==> config.mk <==
export PLATFORM = sky130hd
export DESIGN_NAME = toggle_rr_arbiter
export DESIGN_NICKNAME = d
export VERILOG_FILES = /design/src/rtl/toggle_rr_arbiter.sv
export SDC_FILE = /design/constraint.sdc
export NUM_CORES = 1
export LEC_CHECK = 0
export ABC_AREA = 1
export BUFFER_PORTS_ARGS = -buffer_cell sky130_fd_sc_hd__buf_4
export CORE_MARGIN = 2
export CORE_UTILIZATION = 35
export DETAILED_ROUTE_END_ITERATION = 12
export GPL_ROUTABILITY_DRIVEN = 0
export SKIP_CTS_REPAIR_TIMING = 1
export SLEW_MARGIN = 5
export SYNTH_ARGS = -nofsm -noshare
export SYNTH_HDL_FRONTEND = slang
export SYNTH_SLANG_ARGS = --single-unit
==> constraint.sdc <==
create_clock -name clk -period 1.6 [get_ports clk]
set_input_delay 0.24 -clock clk [delete_from_list [all_inputs] [get_ports clk]]
set_output_delay 0.24 -clock clk [all_outputs]
set_load 0.01 [all_outputs]
==> src/rtl/toggle_rr_arbiter.sv <==
// Round-robin arbiter that shares one toggle cell among N requesters and confirms each flip of z1.
// Optional feature: define TOGGLE_CNT_EN to add the 16-bit successful-toggle counter port toggle_cnt.
module toggle_rr_arbiter #(
  parameter  int N       = 4,
  parameter  int TIMEOUT = 8,
  localparam int IDX_W   = $clog2(N),
  localparam int CNT_W   = $clog2(TIMEOUT + 1)
) (
  input  logic             clk,
  input  logic             clr,
  input  logic [N-1:0]     req,
  input  logic             z1,
  output logic [N-1:0]     grant,
  output logic [IDX_W-1:0] owner,
  output logic             ack,
  output logic             err,
  output logic             togen,
  output logic             busy
`ifdef TOGGLE_CNT_EN
  ,
  output logic [15:0]      toggle_cnt
`endif
);

  typedef enum logic [2:0] {
    S_IDLE,
    S_GRANT,
    S_CHECK,
    S_ACK,
    S_ERR
  } state_t;

  localparam logic [IDX_W:0]   N_W       = (IDX_W + 1)'(N);
  localparam logic [CNT_W-1:0] TIMEOUT_W = CNT_W'(TIMEOUT);
  localparam logic [N-1:0]     ONE_HOT0  = N'(1);

  state_t           state_q, state_d;
  logic [N-1:0]     grant_q, grant_d;
  logic [IDX_W-1:0] owner_q, owner_d;
  logic             ack_q, ack_d;
  logic             err_q, err_d;
  logic             togen_q, togen_d;
  logic             busy_q, busy_d;
  logic [IDX_W-1:0] last_q, last_d;
  logic             z1_before_q, z1_before_d;
  logic [CNT_W-1:0] tcnt_q, tcnt_d;
  logic [CNT_W-1:0] tcnt_inc;
  logic [IDX_W-1:0] pick;

  // Scans last+1 .. last+N (mod N); walking the offsets downward leaves the
  // nearest set request as the final assignment.
  function automatic logic [IDX_W-1:0] rr_pick(input logic [N-1:0]     r,
                                               input logic [IDX_W-1:0] last);
    logic [IDX_W:0]   sum;
    logic [IDX_W-1:0] idx;
    rr_pick = last;
    for (int i = N; i >= 1; i--) begin
      sum = {1'b0, last} + (IDX_W + 1)'(i);
      if (sum >= N_W) sum = sum - N_W;
      idx = IDX_W'(sum);
      if (r[idx]) rr_pick = idx;
    end
  endfunction

  assign pick     = rr_pick(req, last_q);
  assign tcnt_inc = tcnt_q + CNT_W'(1);

  // NOTE: every signal written here gets a default first, so no path leaves
  // a value unassigned and no latch is inferred.
  always_comb begin
    state_d     = state_q;
    grant_d     = grant_q;
    owner_d     = owner_q;
    ack_d       = 1'b0;
    err_d       = 1'b0;
    togen_d     = 1'b0;
    last_d      = last_q;
    z1_before_d = z1_before_q;
    tcnt_d      = tcnt_q;

    unique case (state_q)
      S_IDLE: begin
        grant_d = '0;
        if (|req) begin
          state_d = S_GRANT;
          grant_d = ONE_HOT0 << pick;
          owner_d = pick;
          togen_d = 1'b1;
          tcnt_d  = '0;
        end
      end

      S_GRANT: begin
        // The cell flips on the edge that leaves GRANT, so z1 here is still the old value.
        z1_before_d = z1;
        state_d     = S_CHECK;
      end

      S_CHECK: begin
        tcnt_d = tcnt_inc;
        if (z1 != z1_before_q) begin
          state_d = S_ACK;
          ack_d   = 1'b1;
        end else if (tcnt_inc == TIMEOUT_W) begin
          state_d = S_ERR;
          err_d   = 1'b1;
        end
      end

      S_ACK, S_ERR: begin
        last_d  = owner_q;
        grant_d = '0;
        state_d = S_IDLE;
      end

      default: begin
        grant_d = '0;
        state_d = S_IDLE;
      end
    endcase

    busy_d = (state_d != S_IDLE);
  end

  // NOTE: sequential state uses non-blocking assignments so every register
  // samples the pre-edge values regardless of process ordering.
  always_ff @(posedge clk) begin
    if (clr) state_q <= S_IDLE;
    else     state_q <= state_d;
  end

  always_ff @(posedge clk) begin
    if (clr) begin
      grant_q     <= '0;
      owner_q     <= '0;
      ack_q       <= 1'b0;
      err_q       <= 1'b0;
      togen_q     <= 1'b0;
      busy_q      <= 1'b0;
      last_q      <= IDX_W'(N - 1);
      z1_before_q <= 1'b0;
      tcnt_q      <= '0;
    end else begin
      grant_q     <= grant_d;
      owner_q     <= owner_d;
      ack_q       <= ack_d;
      err_q       <= err_d;
      togen_q     <= togen_d;
      busy_q      <= busy_d;
      last_q      <= last_d;
      z1_before_q <= z1_before_d;
      tcnt_q      <= tcnt_d;
    end
  end

  assign grant = grant_q;
  assign owner = owner_q;
  assign ack   = ack_q;
  assign err   = err_q;
  assign togen = togen_q;
  assign busy  = busy_q;

`ifdef TOGGLE_CNT_EN
  logic [15:0] toggle_cnt_q;
  logic        toggle_inc;

  assign toggle_inc = (state_q == S_CHECK) && (state_d == S_ACK);

  always_ff @(posedge clk) begin
    if (clr)             toggle_cnt_q <= '0;
    else if (toggle_inc) toggle_cnt_q <= toggle_cnt_q + 16'd1;
  end

  assign toggle_cnt = toggle_cnt_q;
`endif

endmodule
* After elaboration in Yosys (flattened, before gate mapping) *
Cells that the tools add are included.
W data, S select, Z words.

operators by class
  bitwise logic cells = 2
  add/subtract/negate cells = 9
  multiplexer cells = 27
  reductions and logical operators = 11
  equality and inequality tests = 7
  shift operators = 1
  $lt $le $gt $ge = 8

operators with widths
  kind                   number
  $mux W2                8
  $pmux W4 S2            2
  $ge A3 B3 Y1 const B   4
  $lt A2 B3 Y1 const B   4
  $mux W3                3
  $pmux W3 S3            1
  $bmux W1 S2            4
  $mux W4                2
  $reduce_or A2 Y1       4
  $sub A2 B1 Y2 const B  4
  $mux W1                7
  $add A2 B2 Y3 const B  2
  $eq A3 B2 Y1 const B   2
  $add A4 B1 Y4 const B  1
  $eq A4 B4 Y1 const B   1
  $reduce_and A2 Y1      2
  $reduce_or A4 Y1       1
  $shl A1 B2 Y4 const A  1
  $add A2 B1 Y3 const B  1
  $add A2 B3 Y3 const B  1
  $eq A3 B1 Y1 const B   1
  $eq A3 B3 Y1 const B   1
  $logic_not A3 Y1       1
  $reduce_bool A3 Y1     1
  other kinds (5)        6

word-level totals
  register bits after elaboration = 20
  word-level logic and storage cells = 75
  output and inout bits = 10

* Depth between registers and ports, before layout *
Gate-level depths: netlist of run 1.

  depth after elaboration = 12
  mapped depth = 13
  gate-level depth less buffers = 13

* Least setup slack after synthesis of run 1 *
No wires, ideal clock.

  path kind = register to register
  from = register last_q[0]
  to = register owner_q[0] (netlist: owner[0])
  slack = 0.431 ns
  cell stages (with the launch flop) = 13
  arrival = 1.060 ns
  buffers on the path = 0
  data required time = 1.491 ns
  library setup time = 0.109 ns
  cell sequence = dfxtp_1 inv_1 nand2_1 nand2_1 nand2_1 nand2_1 nand2_2 nand2_1 nand2_1 nand2_2 nand2_1 nand2_1 inv_1

on the way
  longest elaborated chain between the ends = 9
  elaborated cells between the ends (all ways) = 28
  classes of those cells = 8 x add/sub; 4 x order compare; 16 x mux

ends and longest elaborated chain
  what                                                  RTL line  source
  from (decl)                                           44        logic [IDX_W-1:0] last_q, last_d;
  from (signal assigned)                                140       last_q <= IDX_W'(N - 1);
  from (signal assigned)                                150       last_q <= last_d;
  $add A2 B3 Y3                                         58        sum = {1'b0, last} + (IDX_W + 1)'(i);
  $ge A3 B3 Y1 / $sub A2 B1 Y2 (equally long branches)  59        if (sum >= N_W) sum = sum - N_W;
  $mux W2                                               59
  $bmux W1 S2                                           61        if (r[idx]) rr_pick = idx;
  $mux W1 (implied by the code)                         61
  $mux W2 (3 in a row)                                  61
  $mux W2 *                                             61
  to (signal assigned)                                  145       owner_q <= owner_d;
  to (decl)                                             39        logic [IDX_W-1:0] owner_q, owner_d;

Mark *: on every way between the ends. The rest lies on a longest branch, timed or not. The select of a mux whose other input is x is not followed.
A chain may end at the register's enable or synchronous reset.

* Final worst setup path of run 1 *
Ends and elaborated chain as after synthesis.

==> metrics.txt, run 1 <==
number of synthesized flops with an enable pin 0; max-cap viol count 0; Rows 19; Pwr per Cell Area 998.8 nW/um2; Slew @ Worst Pin 0.2685 ns; Yosys warnings 0; pin count of the biggest net entering global routing 12; Area Overhead vs Synth 17.64%; Synth async-reset ratio 0; Multi-input gate area 486.7 um2; kind of critical path reg2reg; CTS tree yes; syn_area_per_cell 6.444 um2; initial antenna violation count 0; Synth cell types 16; synthesized area 985.9 um2; Synth area leaders dfxtp_1 41%, nand2_1 22%, inv_1 8.4%, nand3_1 5.6%, a21oi_1 4.6%; drc violations 0; Clk pin slew, worst setup/hold paths 0.10 ns; die height 57.08 um; Post-Syn Instances 153; DIE WIDTH 57.08 um; Post-synth top cells 57 x nand2_1, 22 x inv_1, 20 x dfxtp_1, 11 x nand3_1, 11 x nor2_1; share of the synthesized area in the top cell type 0.4061; # diodes 0; clock root cell clkbuf_4; CP max stage cell dfxtp_2; GRT Total Usage 0.1313; Initial DRC Count 35; Synth Flop Type dfxtp_1; Period minus WS final 1.358 ns; most common cell in the netlist nand2_1; GRT overflow 0; initial core utilization 0.3638; First-pass DRT Iterations 5; Core Area 2710 um2; static leakage 0.6429 nW; total negative slack 0 ns; uppermost layer routed met4; Power Total 1.158 mW; post-synthesis sequential area ratio 0.4061; Placed Instances 199; Synth area leader dfxtp_1; Slew HR 0.8197; Top cell by count, worst path nand2_1; RSZ-0062 raised after global routing no; Critical Path RT 1.80 ns; flops & latches, synth 20; final setup vio count 0; Net count, final 181; global-route wire length before repair 3.387 mm; TritonCTS buffer count 3; startpoint types register; worst skew pair latency 0.29 ns; fmax 0.7364 GHz; delay-heaviest family, CP simple AND/OR/NAND/NOR gates; fin crit share 0.8488; Final Max Slew Viols 0; Layout Cells excl Fill 202; post-route antenna net violation count 0; Max IR drop VDD 0.7517 mV; skew final 0.004418 ns; H-tree depth 1; largest stage delay on the critical path 0.40 ns; status completed; IO Port Bufs 16; DR vias 978; detailed placement HPWL 1.596 mm; Worst Setup End Kind register; clk sink count 20; WL met3 107 um; CP cell instances buf_4, nand2_1, nand2_1, nand2_1, nand2_1, nand2_2, nand2_1, nand2_1, nand2_2, nand2_1, nand2_1, inv_1; drt wl/cell 10.09 um; CP Max Fanout 6; Max Root-Sink Buffers 2; final hold viol count 0; Worst Hold Class in2reg; Top Ports 17; synthesized net count 161; drt total wl 2.038 mm; DRT met1 WL 957 um; vias per cell 4.842; Fillers 307; WP buf/inv 2; worst path arrival time 1.55 ns; register area 401.6 um2; DR WL met2 963 um; layout cells sized above 1 0.1579; number of global-route vias before repair 850; total die area 3258 um2
## area by class of cell
type,count,share of cell area
Timing Repair Buffer,17,0.1100
Tap cell,31,0.03344
Clock buffer,3,0.01942
Multi-Input combinational cell,109,0.4196
Inverter,22,0.07120
Sequential cell,20,0.3463
## worst register-to-register path: stages, from the launching register on
cell and delay (ns):
dfxtp_2 0.40, buf_4 0.16, nand2_1 0.05, nand2_1 0.08
nand2_1 0.07, nand2_1 0.08, nand2_2 0.07, nand2_1 0.08
nand2_1 0.06, nand2_2 0.07, nand2_1 0.05, nand2_1 0.06
inv_1 0.03
## metal layers
metal  global-route usage  up-vias
li1                     -      512
met1               0.1660      443
met2               0.2151       21
met3              0.02721        2
met4              0.05980        0
met5                    0        -
## power by group
group          total [mW]  switching (mW)  internal [mW]
sequential          0.592          0.0406          0.551
combinational       0.342           0.211          0.132
clock               0.224           0.137         0.0874
total                1.16           0.388          0.770
## registers in the layout (all words and copies together), names as in the netlist
signal and flops:
state_q 3, z1_before_q 1, togen 1, owner 2, err 1, grant 4
last_q 2, ack 1, tcnt_q 4, busy 1
## stage by stage
stage                     instance area (um2)  hold WS [ns]  worst slack, ns  utilization
after global routing                     1160        0.1860          0.05170       0.4280
after CTS                                1159        0.1922           0.1361       0.4275
after floorplan                         985.9        0.3748           0.4313            -
final                                    1160        0.2055           0.2420       0.4280
after detailed placement                 1136        0.4484           0.1619       0.4192
after global placement                   1136        0.4422           0.2382       0.4192
## worst paths after layout
check                                             from                    end  slack (ns)  cells past startpoint
worst min-delay path                               clr  state_q[0]$_SDFF_PP0_        0.21                      2
worst min register to register   grant[1]$_SDFFE_PP0N_  grant[1]$_SDFFE_PP0N_        0.46                      2
worst max-delay path            last_q[0]$_SDFFE_PP1P_  owner[0]$_SDFFE_PP0P_        0.24                     12
worst max register to register  last_q[0]$_SDFFE_PP1P_  owner[0]$_SDFFE_PP0P_        0.24                     12
## cells by family (layout without fill, tap and decap cells)
family,count (synthesis),in the layout,share of synthesized area
xor gates and xnor gates,2,2,0.01777
DFF,20,20,0.4061
adders and majority gates,1,1,0.01269
buffers and inverters,24,42,0.1002
AOI/OAI and AO/OA,18,18,0.09771
and+or+nand+nor,88,88,0.3655
## cells in the final DEF (no fill, tap or decap), drive strengths merged
cell type  Yosys  routed
o21ai          8       8
ha             1       1
dfxtp         20      20
inv           22      22
nor2          13      13
clkbuf         0       3
nor3           5       5
a21oi          9       9
nand3         11      11
buf            2      17
o31ai          1       1
nand2         59      59
xnor2          2       2
No activity file was read; power rests on OpenSTA's default activity.
==> run 2, diff against run 1 <==
Clock period 1.6 ns to 1.25 ns, I/O delays scaled along.
==> metrics.txt, run 2 (synthesized netlist as in run 1, its figures left out) <==
status finished with violations; failing checks negative setup slack; initial core utilization 0.3638 (unchanged); Initial DRC Count 22 (-37%); Top cell by count, worst path nand2_1; worst hold slack 0.1273 ns (-0.07815 ns); Slew @ Worst Pin 0.2620 ns (-0.006488 ns); Slew HR 0.8252 (+0.005419); # diodes 0 (unchanged); vias per cell 4.852 (+0.21%); CP max stage cell dfxtp_2; max-cap viol count 0 (unchanged); Placed Instances 203 (+2.0%); H-tree depth 1 (unchanged); Layout Cells excl Fill 209 (+3.5%); CTS tree yes; worst skew pair latency 0.30 ns (about the same); CP cell instances buf_12, nand2_1, nand2_1, nand2_1, nand2_2, nand2_4, nand2_4, nand2_2, nand2_4, nand2_2, nand2_1, inv_1; Final WS setup -0.09176 ns (-0.3337 ns); sequential share of power 0.445 (-0.066); Max Root-Sink Buffers 2 (unchanged); Power Total 1.703 mW (+47%); startpoint types register; Max IR drop VDD 0.9057 mV (+20%); DIE WIDTH 57.08 um (unchanged); Pwr per Cell Area 1287 nW/um2 (+29%); final core occ 0.4885 (+0.06048); detailed placement HPWL 1.679 mm (+5.2%); CP Max Fanout 9 (+3); total negative slack -0.2971 ns (-0.2971 ns); GRT overflow 0 (unchanged); commonest non-fill, non-tap cell in the layout nand2_1; Final Max Slew Viols 0 (unchanged); Clk pin slew, worst setup/hold paths 0.11 ns (about the same); Top Ports 17 (unchanged); combinational power share 0.335 (+0.039); final setup vio count 6 (+6); total die area 3258 um2 (unchanged); Area after DPL 1179 um2 (+3.7%); drt total wl 2.359 mm (+16%); number of global-route vias before repair 959 (+13%); Core Area 2710 um2 (unchanged); pin count of the biggest net entering global routing 12 (unchanged); global-route wire length before repair 3.808 mm (+12%); clk sink count 20 (unchanged); RSZ-0062 raised after global routing yes; switching portion of total power 0.3431 (+0.008093); final hold viol count 0 (unchanged); Critical Path RT 1.46 ns (-0.34 ns); Internal 1.119 mW (+45%); IO Port Bufs 16 (unchanged); post-route cell area 1324 um2 (+14%); Worst Hold Class in2reg; DR vias 1014 (+3.7%); Area Overhead vs Synth 34.26%; post-route antenna net violation count 0 (unchanged); pre-CTS setup slack -0.09683 ns (-0.2588 ns); delay-heaviest family, CP simple AND/OR/NAND/NOR gates; drt wl/cell 11.29 um (+12%); switching power 0.5844 mW (+51%); most frequent cells in the layout 39 x nand2_1, 22 x buf_4, 17 x nand2_2, 17 x inv_1, 16 x dfxtp_1; power share of the clock group 0.220 (+0.027); Worst Setup End Kind register; kind of critical path reg2reg; GRT Total Usage 0.1460 (+0.01466); die height 57.08 um (unchanged); initial antenna violation count 0 (unchanged); Period minus WS final 1.342 ns (-0.01627 ns); skew final 0.002095 ns (-0.002323 ns); layout cells sized above 1 0.3652 (+0.2073); First-pass DRT Iterations 4 (-1); drc violations 0 (unchanged); clock root cell clkbuf_4; static leakage 0.7002 nW (+8.9%); worst path arrival time 1.56 ns (about the same); fin crit share 1.073 (+0.2246); fmax 0.7453 GHz (+1.2%); TritonCTS buffer count 3 (unchanged); Net count, final 187 (+3.3%); WP buf/inv 2 (unchanged); Rows 19 (unchanged); largest stage delay on the critical path 0.38 ns (-0.02 ns)
## run 2: metal layers
| metal | wire, um | up-vias | track usage |
|---|---|---|---|
| li1 | - | 528 | - |
| met1 | 1042 | 470 | 0.1676 |
| met2 | 1208 | 12 | 0.2529 |
| met3 | 63 | 4 | 0.02268 |
| met4 | 44 | 0 | 0.08970 |
| met5 | 0 | - | 0 |
## run 2: path summary, 6_finish.rpt
check | from | to | slack, ns | cells past startpoint
max | last_q[0]$_SDFFE_PP1P_ | owner[0]$_SDFFE_PP0P_ | -0.09 | 12
min | clr | state_q[0]$_SDFF_PP0_ | 0.13 | 2
max reg2reg | last_q[0]$_SDFFE_PP1P_ | owner[0]$_SDFFE_PP0P_ | -0.09 | 12
min reg2reg | grant[2]$_SDFFE_PP0N_ | grant[2]$_SDFFE_PP0N_ | 0.46 | 2
## run 2: layout make-up
| class | count | area [um2] |
|---|---|---|
| Fill cell | 291 | 1386 |
| Multi-Input combinational cell | 109 | 575.6 |
| Sequential cell | 20 | 405.4 |
| Timing Repair Buffer | 23 | 185.2 |
| Inverter | 22 | 82.58 |
| Tap cell | 31 | 38.79 |
| Clock buffer | 4 | 36.28 |
## run 2: power by group through the flow
stage	Combinational, mW	Sequential (mW)	Clock [mW]
6_report	0.570	0.759	0.374
2_1_floorplan	0.283	0.779	0
3_5_place_dp	0.478	0.768	0
5_1_grt	0.644	0.767	0.412
3_3_place_gp	0.470	0.766	0
4_1_cts	0.480	0.754	0.392
==> run 3, diff against run 2 <==
Settings changed: BUFFER_PORTS_ARGS -buffer_cell sky130_fd_sc_hd__buf_4 to not set, CORE_MARGIN 2 to 4, DONT_BUFFER_PORTS set to 1.
==> metrics.txt, run 3 (synthesized netlist as in run 1, its figures left out) <==
layout cells sized above 1 0.2284 (-0.1368); H-tree depth 1 (unchanged); final core occ 0.4454 (-0.04305); largest stage delay on the critical path 0.39 ns (about the same); Period minus WS final 1.280 ns (-0.06144 ns); drt total wl 2.141 mm (-9.2%); Reg2Reg Depth 11 (-1); TritonCTS buffer count 3 (unchanged); DR vias 927 (-8.6%); clk sink count 20 (unchanged); Initial DRC Count 18 (-18%); Clk pin slew, worst setup/hold paths 0.11 ns (about the same); CP max stage cell dfxtp_4; initial core utilization 0.3807 (+0.01687); clock root cell clkbuf_4; IO Port Bufs 0 (-16); worst path arrival time 1.52 ns (-0.04 ns); die height 61.08 um (+7.0%); Final WS setup -0.03031 ns (+0.06144 ns); failing checks negative setup slack; Net count, final 172 (-8.0%); Slew HR 0.8135 (-0.01170); GRT overflow 0 (unchanged); total die area 3730 um2 (+15%); First-pass DRT Iterations 4 (unchanged); R2R Setup Slk -0.03 ns (+0.06 ns); initial antenna violation count 0 (unchanged); Worst Hold Class in2reg; hold depth 2 (unchanged); final hold viol count 0 (unchanged); skew final 0.01022 ns (+0.008124 ns); capturing point of the worst reg2reg path grant[1]$_SDFFE_PP0N_; post-route antenna net violation count 0 (unchanged); kind of critical path reg2reg; Top Ports 17 (unchanged); GRT Total Usage 0.1225 (-0.02344); Max IR drop VDD 0.9524 mV (+5.2%); final setup vio count 5 (-1); Slew @ Worst Pin 0.2778 ns (+0.01584 ns); drt wl/cell 11.15 um (-1.2%); drc violations 0 (unchanged); RSZ-0062 raised after global routing yes; Final Max Slew Viols 0 (unchanged); static leakage 0.5939 nW (-15%); CP Max Fanout 5 (-4); vias per cell 4.828 (-0.49%); CTS tree yes; Core Area 2590 um2 (-4.4%); Fillers 277 (-4.8%); CP cell instances buf_6, nand2_1, nand2_1, nand2_1, nand2_1, inv_1, nand2_2, nand2_4, nor2_4, nand3_1, nand2_1; Max Root-Sink Buffers 2 (unchanged); sequential share of power 0.526 (+0.081); Layout Cells excl Fill 192 (-8.1%); Rows 18 (-1); pin count of the biggest net entering global routing 12 (unchanged); DIE WIDTH 61.08 um (+7.0%); max-cap viol count 0 (unchanged); Critical Path RT 1.49 ns (+0.03 ns); Hold EP z1_before_q$_SDFFE_PP0N_; Pwr per Cell Area 1293 nW/um2 (+0.52%); power share of the clock group 0.194 (-0.026); Area Overhead vs Synth 17.01%; combinational power share 0.280 (-0.055); fmax 0.7811 GHz (+4.8%); number of global-route vias before repair 821 (-14%); Multi-input gate area 528.0 um2 (-8.3%); Placed Instances 186 (-8.4%); detailed placement HPWL 1.560 mm (-7.1%); min-delay src z1; switching power 0.5144 mW (-12%); Worst Setup End Kind register; status finished with violations; RR Startpoint last_q[0]$_SDFFE_PP1P_; Internal 0.9778 mW (-13%); worst skew pair latency 0.29 ns (about the same); switching portion of total power 0.3447 (+0.001645); startpoint types register; Top cell by count, worst path nand2_1; commonest non-fill, non-tap cell in the layout nand2_1; # diodes 0 (unchanged); fin crit share 1.024 (-0.04915); global-route wire length before repair 3.436 mm (-9.8%); most frequent cells in the layout 48 x nand2_1, 17 x inv_1, 14 x dfxtp_1; register area 410.4 um2 (+1.2%)
run 3: area by class of cell:
class                           count  area share
Clock buffer                        3     0.01952
Inverter                           22     0.07375
Multi-Input combinational cell    109      0.4577
Sequential cell                    20      0.3557
Tap cell                           30     0.03254
Timing Repair Buffer                8     0.06074
run 3: metal layers:
metal	track usage	part of all wire	up-vias	wire length (um)
met1	0.1568	0.47	420	999
met5	0	0	-	0
li1	-	-	493	-
met2	0.1949	0.48	12	1037
met3	0.04193	0.041	2	87
met4	0.03715	0.0079	0	17
run 3: worst max-delay path: cells and delay by family, from the launching register on:
family | cells | cell delay, ns
flip-flops | 1 | 0.39
buffers and inverters | 2 | 0.16
AND/OR/NAND/NOR | 9 | 0.66
run 3: how the worst max path moves through the flow:
stage / from / endpoint / slack [ns] / cells after the start
after CTS: last_q[0]$_SDFFE_PP1P_ / grant[3]$_SDFFE_PP0N_ / -0.06 / 8
after floorplan: last_q[0]$_SDFFE_PP1P_ / owner[0]$_SDFFE_PP0P_ / 0.08 / 12
final: last_q[0]$_SDFFE_PP1P_ / grant[1]$_SDFFE_PP0N_ / -0.03 / 11
after detailed placement: last_q[0]$_SDFFE_PP1P_ / grant[3]$_SDFFE_PP0N_ / -0.03 / 8
after global placement: last_q[0]$_SDFFE_PP1P_ / owner[1]$_SDFFE_PP0P_ / -0.009 / 10
after global routing: last_q[0]$_SDFFE_PP1P_ / grant[3]$_SDFFE_PP0N_ / -0.12 / 11
run 3: power groups by stage:
stage / Combinational (mW) / Sequential, mW / Clock [mW]
floorplan: 0.283 / 0.779 / 0
global placement: 0.354 / 0.791 / 0
detailed placement: 0.359 / 0.793 / 0
CTS: 0.361 / 0.780 / 0.307
global route: 0.481 / 0.797 / 0.336
finish: 0.418 / 0.785 / 0.289
run 3: stage by stage:
stage | power [mW] | setup TNS, ns | instance area (um2) | hold slack (ns) | setup WS, ns
CTS | 1.447 | -0.3176 | 1067 | -0.06812 | -0.06435
global route | 1.614 | -0.6470 | 1154 | 0.009341 | -0.1174
global placement | 1.145 | -0.01003 | 1045 | 0.2581 | -0.008811
floorplan | 1.062 | 0 | 985.9 | 0.3223 | 0.08131
detailed placement | 1.152 | -0.1421 | 1045 | 0.2600 | -0.03040
finish | 1.492 | -0.09026 | 1154 | 0.03127 | -0.03031
